--- src/rtl/rna_pkg.sv ---
// Shared constants and types for the treinamento_dabson network and its I/O stages.
// Latency: n/a (types and constants only).
// Backpressure: n/a.
package rna_pkg;

  localparam int DATA_W = 19;
  localparam int OUT_W  = 28;

  // Request code from the network asking for the next input sample
  localparam logic [3:0] REQ_NEXT     = 4'd1;
  // Output-stage enable code meaning "result valid"
  localparam logic [3:0] OUT_EN_VALID = 4'd1;

  typedef logic signed [DATA_W-1:0] sample_t;

  // Presentation register state: IDLE has nothing on sample_out, VALID holds an unconsumed sample
  typedef enum logic {
    FEED_IDLE  = 1'b0,
    FEED_VALID = 1'b1
  } feed_state_t;

endpackage

--- src/rtl/rna_sync_fifo.sv ---
// Generic synchronous FIFO with occupancy count; head word is read combinationally.
// Latency: a push is visible at pop_data after one edge.
// Backpressure: a push while full is dropped unless a pop happens on the same edge; pop while empty is ignored.
module rna_sync_fifo #(
  parameter int WIDTH = 19,
  parameter int DEPTH = 16,
  parameter int CNT_W = $clog2(DEPTH + 1)
) (
  input  logic             clk,
  input  logic             rst,
  input  logic             push,
  input  logic [WIDTH-1:0] push_data,
  input  logic             pop,
  output logic [WIDTH-1:0] pop_data,
  output logic [CNT_W-1:0] count,
  output logic             full,
  output logic             empty
);

  localparam int PTR_W = (DEPTH > 1) ? $clog2(DEPTH) : 1;

  logic [WIDTH-1:0] mem [DEPTH];
  logic [PTR_W-1:0] wr_ptr;
  logic [PTR_W-1:0] rd_ptr;
  logic             do_push;
  logic             do_pop;

  assign full     = (count == CNT_W'(DEPTH));
  assign empty    = (count == '0);
  assign do_pop   = pop && !empty;
  // A full FIFO can still take a word when the head leaves on the same edge
  assign do_push  = push && (!full || do_pop);
  assign pop_data = mem[rd_ptr];

  // Storage array; no reset needed since count gates every read
  always_ff @(posedge clk) begin
    if (do_push) begin
      mem[wr_ptr] <= push_data;
    end
  end

  // Pointers wrap naturally (DEPTH is a power of two); count tracks net push/pop
  always_ff @(posedge clk or posedge rst) begin
    if (rst) begin
      wr_ptr <= '0;
      rd_ptr <= '0;
      count  <= '0;
    end else begin
      if (do_push) begin
        wr_ptr <= wr_ptr + 1'b1;
      end
      if (do_pop) begin
        rd_ptr <= rd_ptr + 1'b1;
      end
      case ({do_push, do_pop})
        2'b10:   count <= count + 1'b1;
        2'b01:   count <= count - 1'b1;
        default: count <= count;
      endcase
    end
  end

endmodule

--- src/rtl/rna_sample_feeder.sv ---
// Pedestal-subtracts ADC codes into signed samples, queues them, presents one at a time to the network.
// Latency: push into empty/idle shows on sample_out after 2 edges; a request with queued data reloads in 1 edge.
// Backpressure: none upstream (pushes into a full queue are dropped and flagged); network paces via req_in.
module rna_sample_feeder #(
  parameter int ADC_W  = 12,
  parameter int DATA_W = 19,
  parameter int DEPTH  = 16,
  parameter int CNT_W  = $clog2(DEPTH + 1)
) (
  input  logic              clk,
  input  logic              rst,
  input  logic [ADC_W-1:0]  adc_in,
  input  logic              adc_valid,
  input  logic [ADC_W-1:0]  pedestal,
  input  logic [3:0]        req_in,
  output logic [DATA_W-1:0] sample_out,
  output logic              sample_valid,
  output logic [CNT_W-1:0]  fifo_count,
  output logic              fifo_full,
  output logic              overflow,
  output logic              underflow,
  input  logic              clr_flags
);

  import rna_pkg::*;

  feed_state_t             state;
  logic signed [ADC_W:0]   diff;
  logic [DATA_W-1:0]       push_data;
  logic [DATA_W-1:0]       head;
  logic                    fifo_empty;
  logic                    req_next;
  logic                    load;
  logic                    drop;

  // Both operands are zero-extended by one bit, so the difference always fits and never saturates
  assign diff      = $signed({1'b0, adc_in}) - $signed({1'b0, pedestal});
  assign push_data = {{(DATA_W - ADC_W - 1){diff[ADC_W]}}, diff};

  assign req_next  = (req_in == REQ_NEXT);
  // Presentation register pulls the FIFO head whenever it is empty or being consumed
  assign load      = !fifo_empty && ((state == FEED_IDLE) || req_next);
  // Same acceptance rule the FIFO applies internally; mirrored here only to raise the flag
  assign drop      = adc_valid && fifo_full && !load;

  assign sample_valid = (state == FEED_VALID);

  rna_sync_fifo #(
    .WIDTH (DATA_W),
    .DEPTH (DEPTH),
    .CNT_W (CNT_W)
  ) u_fifo (
    .clk       (clk),
    .rst       (rst),
    .push      (adc_valid),
    .push_data (push_data),
    .pop       (load),
    .pop_data  (head),
    .count     (fifo_count),
    .full      (fifo_full),
    .empty     (fifo_empty)
  );

  // Presentation FSM: load head when idle or consumed; fall to idle (holding the old value) when drained
  always_ff @(posedge clk or posedge rst) begin
    if (rst) begin
      state      <= FEED_IDLE;
      sample_out <= '0;
    end else begin
      case (state)
        FEED_IDLE: begin
          if (!fifo_empty) begin
            sample_out <= head;
            state      <= FEED_VALID;
          end
        end
        FEED_VALID: begin
          if (req_next) begin
            if (!fifo_empty) begin
              sample_out <= head;
            end else begin
              state <= FEED_IDLE;
            end
          end
        end
        default: state <= FEED_IDLE;
      endcase
    end
  end

  // Sticky error flags; a new event on the clearing edge takes priority over the clear
  always_ff @(posedge clk or posedge rst) begin
    if (rst) begin
      overflow  <= 1'b0;
      underflow <= 1'b0;
    end else begin
      if (drop) begin
        overflow <= 1'b1;
      end else if (clr_flags) begin
        overflow <= 1'b0;
      end
      if ((state == FEED_IDLE) && req_next) begin
        underflow <= 1'b1;
      end else if (clr_flags) begin
        underflow <= 1'b0;
      end
    end
  end

endmodule

--- config.mk ---
export PLATFORM = sky130hd
export DESIGN_NAME = rna_sample_feeder
export DESIGN_NICKNAME = d
export VERILOG_FILES = /design/src/rtl/rna_pkg.sv /design/src/rtl/rna_sync_fifo.sv /design/src/rtl/rna_sample_feeder.sv
export SDC_FILE = /design/constraint.sdc
export NUM_CORES = 1
export LEC_CHECK = 0
export CORE_MARGIN = 2
export CORE_UTILIZATION = 43
export CTS_BUF_LIST = sky130_fd_sc_hd__clkbuf_2 sky130_fd_sc_hd__clkbuf_4 sky130_fd_sc_hd__clkbuf_8
export DETAILED_ROUTE_END_ITERATION = 7
export GPL_TIMING_DRIVEN = 0
export HOLD_SLACK_MARGIN = 0.02
export PLACE_DENSITY = 0.73
export SLEW_MARGIN = 15
export SYNTH_ARGS = -nofsm -noshare
export SYNTH_HDL_FRONTEND = slang
export SYNTH_SLANG_ARGS = --single-unit
--- constraint.sdc ---
create_clock -name clk -period 2.5 [get_ports clk]
set_input_delay 0.75 -clock clk [delete_from_list [all_inputs] [get_ports clk]]
set_output_delay 0.75 -clock clk [all_outputs]
set_load 0.005 [all_outputs]
# Word-level counts from Yosys, hierarchy flattened
# Memory sizes are Yosys's and may differ from the RTL's.
# Cells that the tools add are included.
# Widths: inputs -> output; s select.
dict set report classes {
  add_sub_neg 5
  eq_ne 5
  n_mux 12
  n_bitwise 1
  reduce_logical 15
}
# operator n
set ops {}
lappend ops {{$mux 19} 2}
lappend ops {{$pmux 19 s2} 1}
lappend ops {{$sub 12x12->13} 1}
lappend ops {{$pmux 5 s2} 1}
lappend ops {{$add 4x1->4 const B} 2}
lappend ops {{$mux 1} 7}
lappend ops {{$logic_and 1x1->1} 6}
lappend ops {{$reduce_bool 2->1} 3}
lappend ops {{$add 5x1->5 const B} 1}
lappend ops {{$eq 5x5->1 const B} 1}
lappend ops {{$logic_not 5->1} 1}
lappend ops {{$sub 5x1->5 const B} 1}
lappend ops {{$eq 4x1->1 const B} 1}
lappend ops {{$logic_not 1->1} 3}
lappend ops {{$eq 2x1->1 const B} 1}
lappend ops {{$eq 2x2->1 const B} 1}
lappend ops {{$logic_or 1x1->1} 2}
lappend ops {{$ne 2x1->1 const B} 1}
lappend ops {{$pmux 1 s2} 1}
lappend ops {{$not 1->1} 1}
dict set report totals {
  ff_bits 35
  ramBits 304
  input_bits 32
  out_inout_bits 28
  wordCells 46
  memories 1
}
# name depth word_bits rd rd_ports_with_merged_regs wr line_no
set memory_table {}
lappend memory_table {u_fifo.mem 16 19 1 0 1 rna_sync_fifo.sv:22} ;# logic [WIDTH-1:0] mem [DEPTH];

# Longest topological paths before layout
dict set report depth {
  ltp_word 8
  mapped_depth 10
  mapped_depth_nobuf 10
}

# By module
# Synthesis repeated with hierarchy kept, for this count alone.
dict set report hier_totals {
  cells_unflattened 720
  hier_area_um2 13847.0
}
# mod n_inst cells_per_inst area_per_inst_um2 seq_area_each_um2
set by_module_without_submodules {}
lappend by_module_without_submodules {rna_sync_fifo 1 576 12371.9 9454.1}
lappend by_module_without_submodules {rna_sample_feeder 1 144 1475.2 550.5}

# Worst setup path before layout
# OpenSTA, ideal clock, no wires.
dict set report synth_path {
  path_kind {input to register}
  from {input port req_in[1]}
  to {memory u_fifo.mem[3][0], enable pin}
  setup_ps 400
  arrival_ps 2754
  t_required_ps 2100
  setup_slack_ps -653
  cell_stages 6
  path_buffers 1
  path_cell_list {or4b_4 > nand2_1 > o21a_1 > buf_2 > nand2_1 > nor3_1}
}
dict set report synth_via {
  elab_chain_len 8
}
# item line_no
set synth_rtl {}
lappend synth_rtl {{from (decl)} rna_sample_feeder.sv:15} ;# input logic [3:0] req_in,
lappend synth_rtl {{$eq 4x1->1} rna_sample_feeder.sv:40} ;# assign req_next = (req_in == REQ_NEXT);
lappend synth_rtl {{$logic_or 1x1->1} rna_sample_feeder.sv:42} ;# assign load = !fifo_empty && ((state == FEED_IDLE) || req_next);
lappend synth_rtl {{$logic_and 1x1->1} rna_sample_feeder.sv:42}
lappend synth_rtl {{$logic_and 1x1->1} rna_sync_fifo.sv:30} ;# assign do_pop = pop && !empty;
lappend synth_rtl {{$logic_or 1x1->1} rna_sync_fifo.sv:32} ;# assign do_push = push && (!full || do_pop);
lappend synth_rtl {{$logic_and 1x1->1} rna_sync_fifo.sv:32}
lappend synth_rtl {{$mux 1} rna_sync_fifo.sv:37} ;# if (do_push) begin
lappend synth_rtl {{$mux 1 (implied by the code)} rna_sync_fifo.sv:38} ;# mem[wr_ptr] <= push_data;
lappend synth_rtl {{to (decl)} rna_sync_fifo.sv:22}
# Every way passes these cells.

# Final worst setup path
dict set report layout_path {
  from {register u_fifo.count[2]}
  to {register u_fifo.count[4]}
}
dict set report layout_via {
  elab_chain_len 8
  word_cells_on_any_way 14
  cone_classes {2 x add/sub; 3 x eq/ne; 1 x mux; 8 x reduce/logical}
}
# item line_no
set layout_rtl {}
lappend layout_rtl {{from (decl)} rna_sync_fifo.sv:15} ;# output logic [CNT_W-1:0] count,
lappend layout_rtl {{from (signal assigned)} rna_sync_fifo.sv:56} ;# 2'b10: count <= count + 1'b1;
lappend layout_rtl {{from (signal assigned)} rna_sync_fifo.sv:57} ;# 2'b01: count <= count - 1'b1;
lappend layout_rtl {{from (signal assigned)} rna_sync_fifo.sv:58} ;# default: count <= count;
lappend layout_rtl {{$logic_not 5->1} rna_sync_fifo.sv:29} ;# assign empty = (count == '0);
lappend layout_rtl {{$logic_not 1->1} {rna_sync_fifo.sv:30, rna_sample_feeder.sv:42}}
lappend layout_rtl {{$logic_and 1x1->1} rna_sample_feeder.sv:42}
lappend layout_rtl {{$logic_and 1x1->1} rna_sync_fifo.sv:30}
lappend layout_rtl {{$logic_or 1x1->1} rna_sync_fifo.sv:32}
lappend layout_rtl {{$logic_and 1x1->1} rna_sync_fifo.sv:32}
lappend layout_rtl {{$eq 2x1->1 / $eq 2x2->1 (equally long branches)} rna_sync_fifo.sv:55} ;# case ({do_push, do_pop})
lappend layout_rtl {{$pmux 5 s2 / $reduce_bool 2->1 (equally long branches)} -}
# Parallel ways exist; a longest one is shown, timed or not.
# A chain may end at the register's enable or synchronous reset.

==> results.ini <==
[outcome]
status = finished, violations left
failed_checks = negative setup slack

[detailed_routing]
via_per_inst = 5.652
wl_per_cell_um = 22.58
drtPass1Iterations = 4
drt_iter0_drc = 557
drc = 0
ant_nets = 0
drt-total-wl_mm = 22.87
via_count = 5725

[grt]
antenna_found_initial = 0
overflow = 0
grt_pass1_wl_mm = 34.59
groute.usage.overall_pct = 19.12
grt_max_degree = 30
grt_pass1_vias = 6035

[placement]
gp_congestion = 0.8103
hpwl_mm = 13.79
portBuffers = 59

[cts]
cts_root_buf = clkbuf_8
clk_latency_ns = 0.53
cts_htree_levels = 2
tritoncts = built
cts_buffers = 39
holdBufCountCts = 0
clk_pin_slew_ns = 0.06
clk_path_buf_depth = 3
clkSinkCount = 237

[min_path]
hold_path_class = reg2reg

[yosys]
ys_ff_latch = 237
synth_edf_count = 208
syn-cell-area_sq_um = 10000
ys_seq_area_share_pct = 69.71
syn_inst = 559
synth_area_leaders = edfxtp_1, mux4_2, dfrtp_1
synth_most_common_cell = edfxtp_1
ys_warn_count = 0
netlist.area_leader.share_pct = 62.45
yosys_most_used_dff = edfxtp_1
avgSynthCellArea_sq_um = 17.89
synth_common_cells = edfxtp_1, mux4_2, dfrtp_1, inv_1
synth_nets = 613
async_flop_share_pct = 12.24
synth_area_leader_cell = edfxtp_1
yosysUniqueCellTypes = 52

[timing]
fin_crit_ns = 2.537
max_freq_mhz = 394.2
slew_headroom_pct = 43.16
rsz0062_at_grt = yes
drv_slew = 0
finalCritPeriodShare_pct = 101.5
finalWorstSetupSlack_ns = -0.03690
fin_tns_setup_ns = -0.2944
finClkSkew_ns = 0.01683
finalHoldViolations = 0
worst_slew_pin_slew_ns = 0.8484
setup_viol = 15

[finish]
multiInputGateArea_sq_um = 3481
num_antenna_cells = 0
drive_gt1_share_pct = 39.15
area_delta_synth_final_pct = 29.05
n_fill_cell = 1669
nNetsFinal = 752
final_core_util_pct = 56.83
seq_area_sq_um = 6977

[worst_setup_path]
cp_slowest_cell = or4_4
critPathLaunchType = flip-flop
critPathMaxFanout = 4
path_buf_inv = 2
worstSetupPathType = reg2reg
critPathRequiredTime_ns = 2.89
cp_data_arrival_time_ns = 2.93
end_kind = flip-flop
crit_path_max_incr_delay_ns = 0.54
crit_chain = buf_6 > or4_4 > a2bb2oi_4 > nand2b_4 > inv_6 > ha_4 > nor2_4 > a21oi_4 > or3_4 > a31oi_4 > o21ai_2
cpLargestDelayFamily = simple AND/OR/NAND/NOR gates

[floorplanning]
io_pins = 60
die_height_um = 156.5
fp.coreArea_sq_um = 22710
initial_utilization_pct = 44.04
die-area_sq_um = 24490
rows = 55
die_w_um = 156.5

[pwr]
power.total_uw = 13280
vdd_drop_max_v = 0.0004722
p_leak_uw = 0.004387
p_per_area_nw_per_um2 = 1029

[flow_run]
maxCapViolations = 0

[worst min-delay path, cell delays in order, from the launching register on]
cell,delay [ns]
dfrtp_1,0.38
inv_1,0.05
o22ai_1,0.07
[cell usage in the layout (no fill, tap or decap), types with 3 or more instances in the layout]
master,count
ha_2,5
nand2b_4,3
clkbuf_1,7
nand2_1,11
buf_6,3
xnor2_1,8
a211oi_1,13
buf_12,11
a21oi_1,16
mux4_2,52
nand2_8,4
clkdlybuf4s50_1,50
nor2_4,14
dfrtp_1,25
clkinv_1,4
edfxtp_1,208
a31oi_4,4
nand3_1,4
o22ai_1,15
ha_1,7
clkinv_2,7
nor2b_1,15
inv_6,3
dfrtp_2,4
dlygate4sd2_1,7
mux2_2,14
xnor2_4,3
xnor2_2,3
nor3_4,4
inv_1,22
or4_4,3
clkbuf_8,41
o21a_1,3
nand4_1,3
buf_2,14
buf_4,32
clkbuf_4,15
ha_4,8
[metal layers]
layer / vias up / GRT usage (%) / routed length, um
met2: 230 / 32.35 / 11610
met5: - / 0 / 0
li1: 2503 / - / -
met4: 0 / 6.291 / 527
met1: 2945 / 24.67 / 9269
met3: 47 / 4.237 / 1471
[sequential cells by signal, indices dropped and copies added, names as in the netlist]
signal         cells
u_fifo.rd_ptr      4
overflow           1
sample_out        13
underflow          1
u_fifo.count       5
sample_valid       1
u_fifo.wr_ptr      4
u_fifo.mem       208
[cell type report]
type                            instances  area share [%]
Sequential cell                       237           54.06
Multi-Input combinational cell        265           26.97
Timing Repair Buffer                   98           7.969
Clock buffer                           56           5.245
Tap cell                              285           2.763
Buffer                                 31           1.367
Clock inverter                         15          0.8144
Inverter                               26          0.8144
[worst paths after layout]
path / depth (start not counted) / to / slack [ns] / from
min reg2reg: 2 / overflow / 0.54 / overflow
max reg2reg: 11 / u_fifo.count[4] / -0.04 / u_fifo.count[2]
max: 11 / u_fifo.count[4] / -0.04 / u_fifo.count[2]
min: 2 / overflow / 0.54 / overflow
max in group asynchronous: 2 / u_fifo.count[1] / 1.44 / rst
min in group asynchronous: 2 / u_fifo.count[3] / 0.62 / rst
[logic make-up (layout without fill, tap and decap cells)]
logic type / count (synthesis) / in the layout / share of synthesized area (%)
flops: 237 / 237 / 69.71
simple gates: 83 / 84 / 4.542
buf+inv: 60 / 226 / 2.715
xor+xnor: 17 / 17 / 1.489
mux: 70 / 70 / 13.79
fa+ha+maj: 22 / 22 / 2.903
compound gates: 70 / 72 / 4.854
[per-stage QoR]
step / setup WS (ns) / hold WS [ns] / std cells / area, sq um
floorplan: -0.1919 / 0.5255 / 559 / 10300
global placement: -1.255 / 0.5200 / 903 / 11250
detailed placement: -1.149 / 0.5430 / 903 / 11280
CTS: -0.01517 / 0.5512 / 1004 / 12680
global route: -0.1207 / 0.5658 / 1013 / 12910
finish: -0.03690 / 0.5403 / 1013 / 12910
[timing repair]
item                                    CTS  global route
cloned                                    3             1
pin swaps                                22            24
setup buffers                            28            11
hold endpoints to repair                  0             0
endpoints found under the setup margin  299           287
gates resized for setup                  59            20
[power by group]
group / internal [uW] / switching (uW)
sequential: 5050 / 294
clock: 1860 / 1480
combinational: 2280 / 2310
(Power assumes the default switching activity.)
